File: src/rtl/pipe_stage.sv
// Elastic pipeline register with a valid/ready handshake on both sides.
// SKID=0 is a single register whose ready is combinational from out_ready.
// SKID=1 adds a second (skid) register so that in_ready is a flop output.
// Flush discards every held entry. A saturating counter records the cycles
// in which an output is offered and refused.
module pipe_stage #(
    parameter int WIDTH = 108,
    parameter int SKID  = 1,
    parameter int CNT_W = 16
) (
    input  logic             clk,
    input  logic             rst_n,
    input  logic             in_valid,
    output logic             in_ready,
    input  logic [WIDTH-1:0] in_data,
    output logic             out_valid,
    input  logic             out_ready,
    output logic [WIDTH-1:0] out_data,
    input  logic             flush,
    output logic [1:0]       occupancy,
    output logic [CNT_W-1:0] stall_cnt
);

    logic in_fire;
    logic out_fire;

    assign in_fire  = in_valid && in_ready;
    assign out_fire = out_valid && out_ready;

    // Count cycles where the stage offers data and downstream refuses it.
    always_ff @(posedge clk) begin
        // NOTE: state is updated with non-blocking assignments so that every
        // flop samples the values from before this edge, whatever the order
        // in which the always blocks are evaluated.
        if (!rst_n) begin
            stall_cnt <= '0;
        end else if (out_valid && !out_ready && stall_cnt != {CNT_W{1'b1}}) begin
            stall_cnt <= stall_cnt + CNT_W'(1);
        end
    end

    if (SKID == 0) begin : g_single

        logic             valid_q;
        logic [WIDTH-1:0] data_q;

        // Single entry: load on accept, drop valid on drain or flush.
        always_ff @(posedge clk) begin
            if (!rst_n) begin
                valid_q <= 1'b0;
                // NOTE: the payload register is reset as well, because
                // out_data is defined to read 0 after reset; it never
                // depends on this for correctness, only for observability.
                data_q  <= '0;
            end else begin
                if (in_fire) begin
                    data_q <= in_data;
                end
                if (flush) begin
                    valid_q <= 1'b0;
                end else if (in_fire) begin
                    valid_q <= 1'b1;
                end else if (out_fire) begin
                    valid_q <= 1'b0;
                end
            end
        end

        assign in_ready  = !valid_q || out_ready;
        assign out_valid = valid_q;
        assign out_data  = data_q;
        assign occupancy = {1'b0, valid_q};

    end else begin : g_skid

        typedef enum logic [1:0] {
            EMPTY = 2'd0,
            MAIN  = 2'd1,
            BOTH  = 2'd2
        } state_t;

        state_t           state;
        logic             valid_q;
        logic             ready_q;
        logic [WIDTH-1:0] main_q;
        logic [WIDTH-1:0] skid_q;

        // Main/skid FSM; out_data is always taken from main, the skid entry
        // only absorbs the word that arrives while ready is still high.
        always_ff @(posedge clk) begin
            if (!rst_n) begin
                state   <= EMPTY;
                valid_q <= 1'b0;
                ready_q <= 1'b1;
                main_q  <= '0;
                skid_q  <= '0;
            end else if (flush) begin
                state   <= EMPTY;
                valid_q <= 1'b0;
                ready_q <= 1'b1;
            end else begin
                case (state)
                    EMPTY: begin
                        if (in_fire) begin
                            main_q  <= in_data;
                            state   <= MAIN;
                            valid_q <= 1'b1;
                        end
                    end
                    MAIN: begin
                        if (in_fire && out_fire) begin
                            main_q <= in_data;
                        end else if (in_fire) begin
                            skid_q  <= in_data;
                            state   <= BOTH;
                            ready_q <= 1'b0;
                        end else if (out_fire) begin
                            state   <= EMPTY;
                            valid_q <= 1'b0;
                        end
                    end
                    BOTH: begin
                        if (out_fire) begin
                            main_q  <= skid_q;
                            state   <= MAIN;
                            ready_q <= 1'b1;
                        end
                    end
                    default: begin
                        state   <= EMPTY;
                        valid_q <= 1'b0;
                        ready_q <= 1'b1;
                    end
                endcase
            end
        end

        assign in_ready  = ready_q;
        assign out_valid = valid_q;
        assign out_data  = main_q;
        assign occupancy = 2'(state);

    end

endmodule
File: config.mk
export PLATFORM = sky130hd
export DESIGN_NAME = pipe_stage
export DESIGN_NICKNAME = d
export VERILOG_FILES = /design/src/rtl/pipe_stage.sv
export SDC_FILE = /design/constraint.sdc
export NUM_CORES = 1
export LEC_CHECK = 0
export BUFFER_PORTS_ARGS = -buffer_cell sky130_fd_sc_hd__buf_2
export CORE_ASPECT_RATIO = 2
export CORE_MARGIN = 4
export CORE_UTILIZATION = 40
export CTS_CLUSTER_SIZE = 16
export DETAILED_ROUTE_END_ITERATION = 10
export MAX_ROUTING_LAYER = met4
export PLACE_DENSITY = 0.67
export SYNTH_ARGS = -nofsm -noshare
export SYNTH_HDL_FRONTEND = slang
export SYNTH_SLANG_ARGS = --single-unit
File: constraint.sdc
create_clock -name clk -period 5.3 [get_ports clk]
set_clock_uncertainty 0.1 [all_clocks]
set_input_delay 0.265 -clock clk [delete_from_list [all_inputs] [get_ports clk]]
set_output_delay 0.265 -clock clk [all_outputs]
set_load 0.005 [all_outputs]
==> results of run 1 <==
-- through the flow --
stage / cells / hold WS, ns / instance area, um2 / total power [mW]
4_1_cts: 1718 / 0.0226 / 13000 / 4.02
2_1_floorplan: 1100 / 0.301 / 9880 / 2.10
3_5_place_dp: 1570 / 0.346 / 11100 / 2.26
6_report: 1719 / 0.0419 / 13000 / 3.97
5_1_grt: 1719 / 0.0749 / 13000 / 4.12
3_3_place_gp: 1570 / 0.341 / 11100 / 2.25
-- sequential cells by signal, indices dropped and copies added (netlist names) --
register and cells:
g_skid.skid_q 108, out_data 108, stall_cnt 16, occupancy 2, in_ready 1, out_valid 1
-- where the power goes --
| part | leakage [nW] | internal [mW] | total [mW] | switching [mW] |
|---|---|---|---|---|
| clock | 0.371 | 0.987 | 1.69 | 0.700 |
| combinational | 3.57 | 0.192 | 0.420 | 0.228 |
| sequential | 1.91 | 1.83 | 1.86 | 0.0336 |
-- final cells by class --
type                       instances  area, um2
multi-input combinational        749       4690
antenna                            1       2.50
clock inverter                    11        141
tap                              332        415
fill                            2256      11400
inverter                           2       12.5
sequential                       236       4720
timing repair buffer             359       2370
clock buffer                      29        628
-- cells by family after synthesis --
| logic type | after synthesis | synth area share |
|---|---|---|
| buf+inv | 115 | 0.0485 |
| xor+xnor | 2 | 0.00177 |
| flops | 236 | 0.478 |
| fa+ha+maj | 1 | 0.00127 |
| mux | 110 | 0.111 |
| compound gates | 249 | 0.173 |
| simple gates | 387 | 0.186 |
-- cells in the final DEF (no fill, tap or decap), drive strengths merged, types with 3 or more instances in the layout --
cell type | Yosys | final
clkbuf | 85 | 29
nand2 | 229 | 229
mux2i | 110 | 110
clkinvlp | 0 | 3
nor4 | 110 | 110
nor2 | 7 | 7
dlygate4sd3 | 0 | 108
or3 | 4 | 4
o31ai | 3 | 3
o41ai | 3 | 3
a31o | 108 | 108
nand3 | 6 | 6
nand2b | 3 | 3
dfxtp | 236 | 236
buf | 28 | 251
or4 | 3 | 3
clkinv | 0 | 5
nand4 | 6 | 6
and3 | 4 | 4
o21ai | 6 | 6
nor3 | 3 | 3
a21oi | 119 | 119
bufinv | 0 | 3
-- worst paths after layout --
kind                                        start           endpoint  cells after the start
worst max register to register       occupancy[0]       out_data[47]                      5
worst max-delay path                 occupancy[0]       out_data[47]                      5
worst min register to register  g_skid.skid_q[46]  g_skid.skid_q[46]                      2
worst min-delay path                     in_valid           in_ready                      3
-- repair_timing --
| item | in CTS | in global routing |
|---|---|---|
| endpoints found under the hold margin | 108 | 0 |
| hold buffers | 108 | 0 |
| buffers inserted | 0 | 0 |
-- per-layer routing --
layer	wire length, um	part of all wire	track usage
met3	1160	0.038	0.0217
met5	0	0	-
met4	1510	0.049	0.110
met1	12200	0.40	0.253
met2	15900	0.52	0.384
-- worst max-delay path, stage by stage, from the launching register on --
cell,delay (ns)
dfxtp_1,0.42
a21boi_2,0.25
o32a_2,0.78
or2_4,0.77
buf_4,0.58
a31o_2,0.24
==> metrics.md, run 1 <==
| Metric | Value |
|---|---|
| Outcome | finished, final reports clean |
| GRT Overall Usage | 0.221 |
| GP Congestion | 0.773 |
| Hpwl dp | 18.3 mm |
| Critical Path Start Type | flip-flop |
| Final wirelength | 30.8 mm |
| Violation count after the first detailed-routing iteration | 747 |
| Largest net degree at the start of global routing | 136 |
| Most frequent cell after synthesis | dfxtp_1 |
| First-pass GRT wire length | 48.8 mm |
| Post-Synthesis Cells | 1100 |
| Routed WL per cell | 17.9 um |
| Final-report setup violation count | 0 |
| Fmax | 303 MHz |
| Pre-CTS setup slack | 2.05 ns |
| CTS tree | built |
| CTS root buf | clkbuf_16 |
| Area grow syn2layout | 31.4% |
| Crit path kind | flip-flop to flip-flop |
| Die W | 119 um |
| CTS Buf Count | 23 |
| H-tree levels | 1 |
| Power Dens Cells | 306 nW/um2 |
| RSZ-0062 raised after global routing | no |
| Ys Warns | 0 |
| Post-DRT Antenna Nets | 0 |
| Synth top area share | 0.478 |
| Rel. slew slack | 0.323 |
| Die Ht | 230 um |
| Worst path required time | 5.65 ns |
| Setup TNS | 0 ns |
| DRC violations left | 0 |
| Port bufs | 240 |
| Initial antenna violation count | 1 |
| Post-synth ARST share | 0 |
| Post-synth cell types | 44 |
| CTS clock-pin slew for the worst setup and hold paths | 0.06 ns |
| Final Util | 0.532 |
| Number of max-cap violations | 0 |
| First-pass DRT Iterations | 5 |
| Syn_area_per_cell | 8.98 um2 |
| Final WS setup | 2.00 ns |
| Fin. Hold Viols | 0 |
| Post-synth EDFFs | 0 |
| Initial Util | 0.404 |
| Grt ovf | 0 |
| Leakage | 5.86 nW |
| Hold Path Class | input port to flip-flop |
| Clk_lat worst skew | 0.52 ns |
| Core Rows | 81 |
| Worst Path Arrival | 3.66 ns |
| Crit Path Max Fanout | 64 |
| Netlist Area Pre-Place | 9880 um2 |
| Seq/Total Area, Yosys | 0.478 |
| Nets | 1485 |
| Vias in the first global route | 9126 |
| Layout cells sized above 1 | 0.276 |
| Yosys reg bits | 236 |
| Core area | 24400 um2 |
| Vias post-DR | 9497 |
| Vias/cell | 5.52 |
| Synth area leader | dfxtp_1 |
| Clk sinks | 236 |
| Ys flop type | dfxtp_1 |
| Maximum vdd drop | 0.276 mV |
| IO Pins | 241 |
| Top cells by area, synth | dfxtp_1 48%, mux2i_1 11%, nand2_1 8.7% |
| Post_cts resized | 0 |
| Syn_nets | 1214 |
| Slew Limit Fails | 0 |
| Slew @ Worst Pin | 1.02 ns |
| DIE AREA | 27400 um2 |
| Post-synth top cells | 236 x dfxtp_1, 229 x nand2_1, 119 x a21oi_1, 110 x mux2i_1, 110 x nor4_1 |
| Crit path time final | 3.30 ns |
| Worst reg2reg setup slack | 2.00 ns |
| Clock Tree Buf Depth | 3 |
| CP endpoint kind | flip-flop |
| Final Cycle Share | 0.623 |
(Power assumes the default switching activity.)
==> run 2: changes to the inputs <==
Settings changed: PLACE_DENSITY 0.67 to 0.69.
Clock period 5.3 ns to 3 ns, I/O delays scaled along.
==> run 2 against run 1 <==
Compared with the run above: critical path depth unchanged; count of clock-buffer cells in the layout increased by 6; clock power rose by 62%; cell count grew 0.17%; global-route usage shrank 0.56 points; sequential cell count stayed put; die area unchanged; power increased by 71%; setup slack worse by 1.2 ns; non-clock buffer count is 6 higher; design area up 0.67%; critical path type unchanged.
==> metrics.md, run 2 (synthesis gave the netlist of run 1 again) <==
| Metric | Value |
|---|---|
| Slew @ Worst Pin | 0.941 ns |
| Routed WL per cell | 17.4 um |
| Worst path required time | 3.30 ns |
| Core Rows | 81 |
| Fillcell total | 2211 |
| Final wirelength | 29.9 mm |
| IO Pins | 241 |
| Port bufs | 240 |
| First-pass GRT wire length | 48.0 mm |
| Violation count after the first detailed-routing iteration | 541 |
| Final-report setup violation count | 0 |
| Power share of the clock group | 0.403 |
| Pre-CTS setup slack | 0.802 ns |
| Design area | 13100 um2 |
| Commonest non-fill, non-tap cells in the layout | 238 x buf_2, 236 x dfxtp_1, 229 x nand2_1, 119 x a21oi_1 |
| Hpwl dp | 18.1 mm |
| RSZ-0062 raised after global routing | no |
| Worst reg2reg setup slack | 0.79 ns |
| CP endpoint kind | flip-flop |
| Vias/cell | 5.52 |
| Leakage | 5.91 nW |
| GRT Overall Usage | 0.216 |
| Sequential Area | 4720 um2 |
| Power Dens Cells | 519 nW/um2 |
| Vias in the first global route | 9322 |
| Crit path from | out_valid |
| Crit path time final | 2.21 ns |
| Fin. Hold Viols | 0 |
| Combinational Power Share | 0.112 |
| Nets | 1490 |
| First-pass DRT Iterations | 5 |
| Worst R2R Start | out_valid |
| Reg2Reg Capture Point | out_data[11] |
| DRC violations left | 0 |
| Rel. slew slack | 0.373 |
| Core area | 24400 um2 |
| Sw Ratio | 0.239 |
| Clk sinks | 236 |
| Maximum vdd drop | 0.469 mV |
| Number of max-cap violations | 0 |
| Critical Path Start Type | flip-flop |
| GP Congestion | 0.817 |
| Final Util | 0.535 |
| Design Power | 6.79 mW |
| Final Cycle Share | 0.737 |
| Grt ovf | 0 |
| Multi-input logic area | 4690 um2 |
| CTS root buf | clkbuf_16 |
| CTS tree | built |
| Area grow syn2layout | 32.3% |
| Setup TNS | 0 ns |
| Reg2reg path depth | 5 |
| Largest net degree at the start of global routing | 121 |
| Placed cell areas | 11300 um2 |
| Vias post-DR | 9507 |
| Initial antenna violation count | 0 |
| Slew Limit Fails | 0 |
| CTS clock-pin slew for the worst setup and hold paths | 0.07 ns |
| Fmax | 452 MHz |
| Die W | 119 um |
| Pint | 5.16 mW |
| Hold Path Class | input port to flip-flop |
| Psw | 1.62 mW |
| Die Ht | 230 um |
| Initial Util | 0.404 |
| CTS Buf Count | 22 |
| Layout cells sized above 1 | 0.276 |
| Final WS setup | 0.790 ns |
| H-tree levels | 1 |
| Worst Path Arrival | 2.51 ns |
| Crit path to | out_data[11] |
| Clock Tree Buf Depth | 3 |
| Outcome | finished, final reports clean |
| Post-DRT Antenna Nets | 0 |
| Postcts setup bufs | 0 |
| Crit Path Max Fanout | 48 |
| Antenna cells | 0 |
| Clk_lat worst skew | 0.51 ns |
| DIE AREA | 27400 um2 |
| Most common cell after layout, fill and taps aside | buf_2 |
| Flop pwr share | 0.485 |
| Crit path kind | flip-flop to flip-flop |
run 2: worst min path at each step:
stage	depth (start not counted)	slack, ns	start	end
2_1_floorplan	2	0.19	in_data[0]	g_skid.skid_q[0]
3_3_place_gp	3	0.30	in_data[74]	g_skid.skid_q[74]
3_5_place_dp	3	0.31	in_data[77]	g_skid.skid_q[77]
4_1_cts	4	0.12	rst_n	g_skid.skid_q[12]
5_1_grt	4	0.13	rst_n	g_skid.skid_q[3]
6_report	4	0.11	rst_n	g_skid.skid_q[12]
run 2: final cells by class:
type | instances | area share
clock buffers | 35 | 0.0528
clock inverters | 3 | 0.00144
inverters | 2 | 0.000957
multi-input cells | 749 | 0.359
flip-flops and latches | 236 | 0.361
well taps | 332 | 0.0318
repair buffers | 365 | 0.193
run 2: power groups by stage:
stage          Combinational, mW  Sequential (mW)  Clock [mW]
4_1_cts                    0.755             3.29        2.81
5_1_grt                    0.822             3.30        2.93
3_3_place_gp               0.631             3.36           0
3_5_place_dp               0.640             3.36           0
2_1_floorplan              0.351             3.36           0
6_report                   0.757             3.29        2.74
run 2: what timing repair did:
action | CTS | global route
resized for setup | 0 | 0
hold endpoints to repair | 126 | 0
hold buffers | 110 | 0
run 2: through the flow:
step | instances | hold slack (ns)
5_1_grt | 1722 | 0.133
6_report | 1722 | 0.108
3_5_place_dp | 1574 | 0.307
4_1_cts | 1722 | 0.119
2_1_floorplan | 1100 | 0.186
3_3_place_gp | 1574 | 0.301
run 2: critical path, cell delays in order, from the launching register on:
cell and delay, ns:
dfxtp_1 0.47, a21boi_2 0.11, o32a_2 0.42, or2_4 0.47
buf_12 0.26, a31o_2 0.25
run 2: layer usage:
metal / up-vias / share of wire / GRT usage
met3: 86 / 0.042 / 0.0254
met2: 288 / 0.53 / 0.385
met4: 0 / 0.051 / 0.114
li1: 4561 / - / -
met5: - / 0 / -
met1: 4572 / 0.38 / 0.232
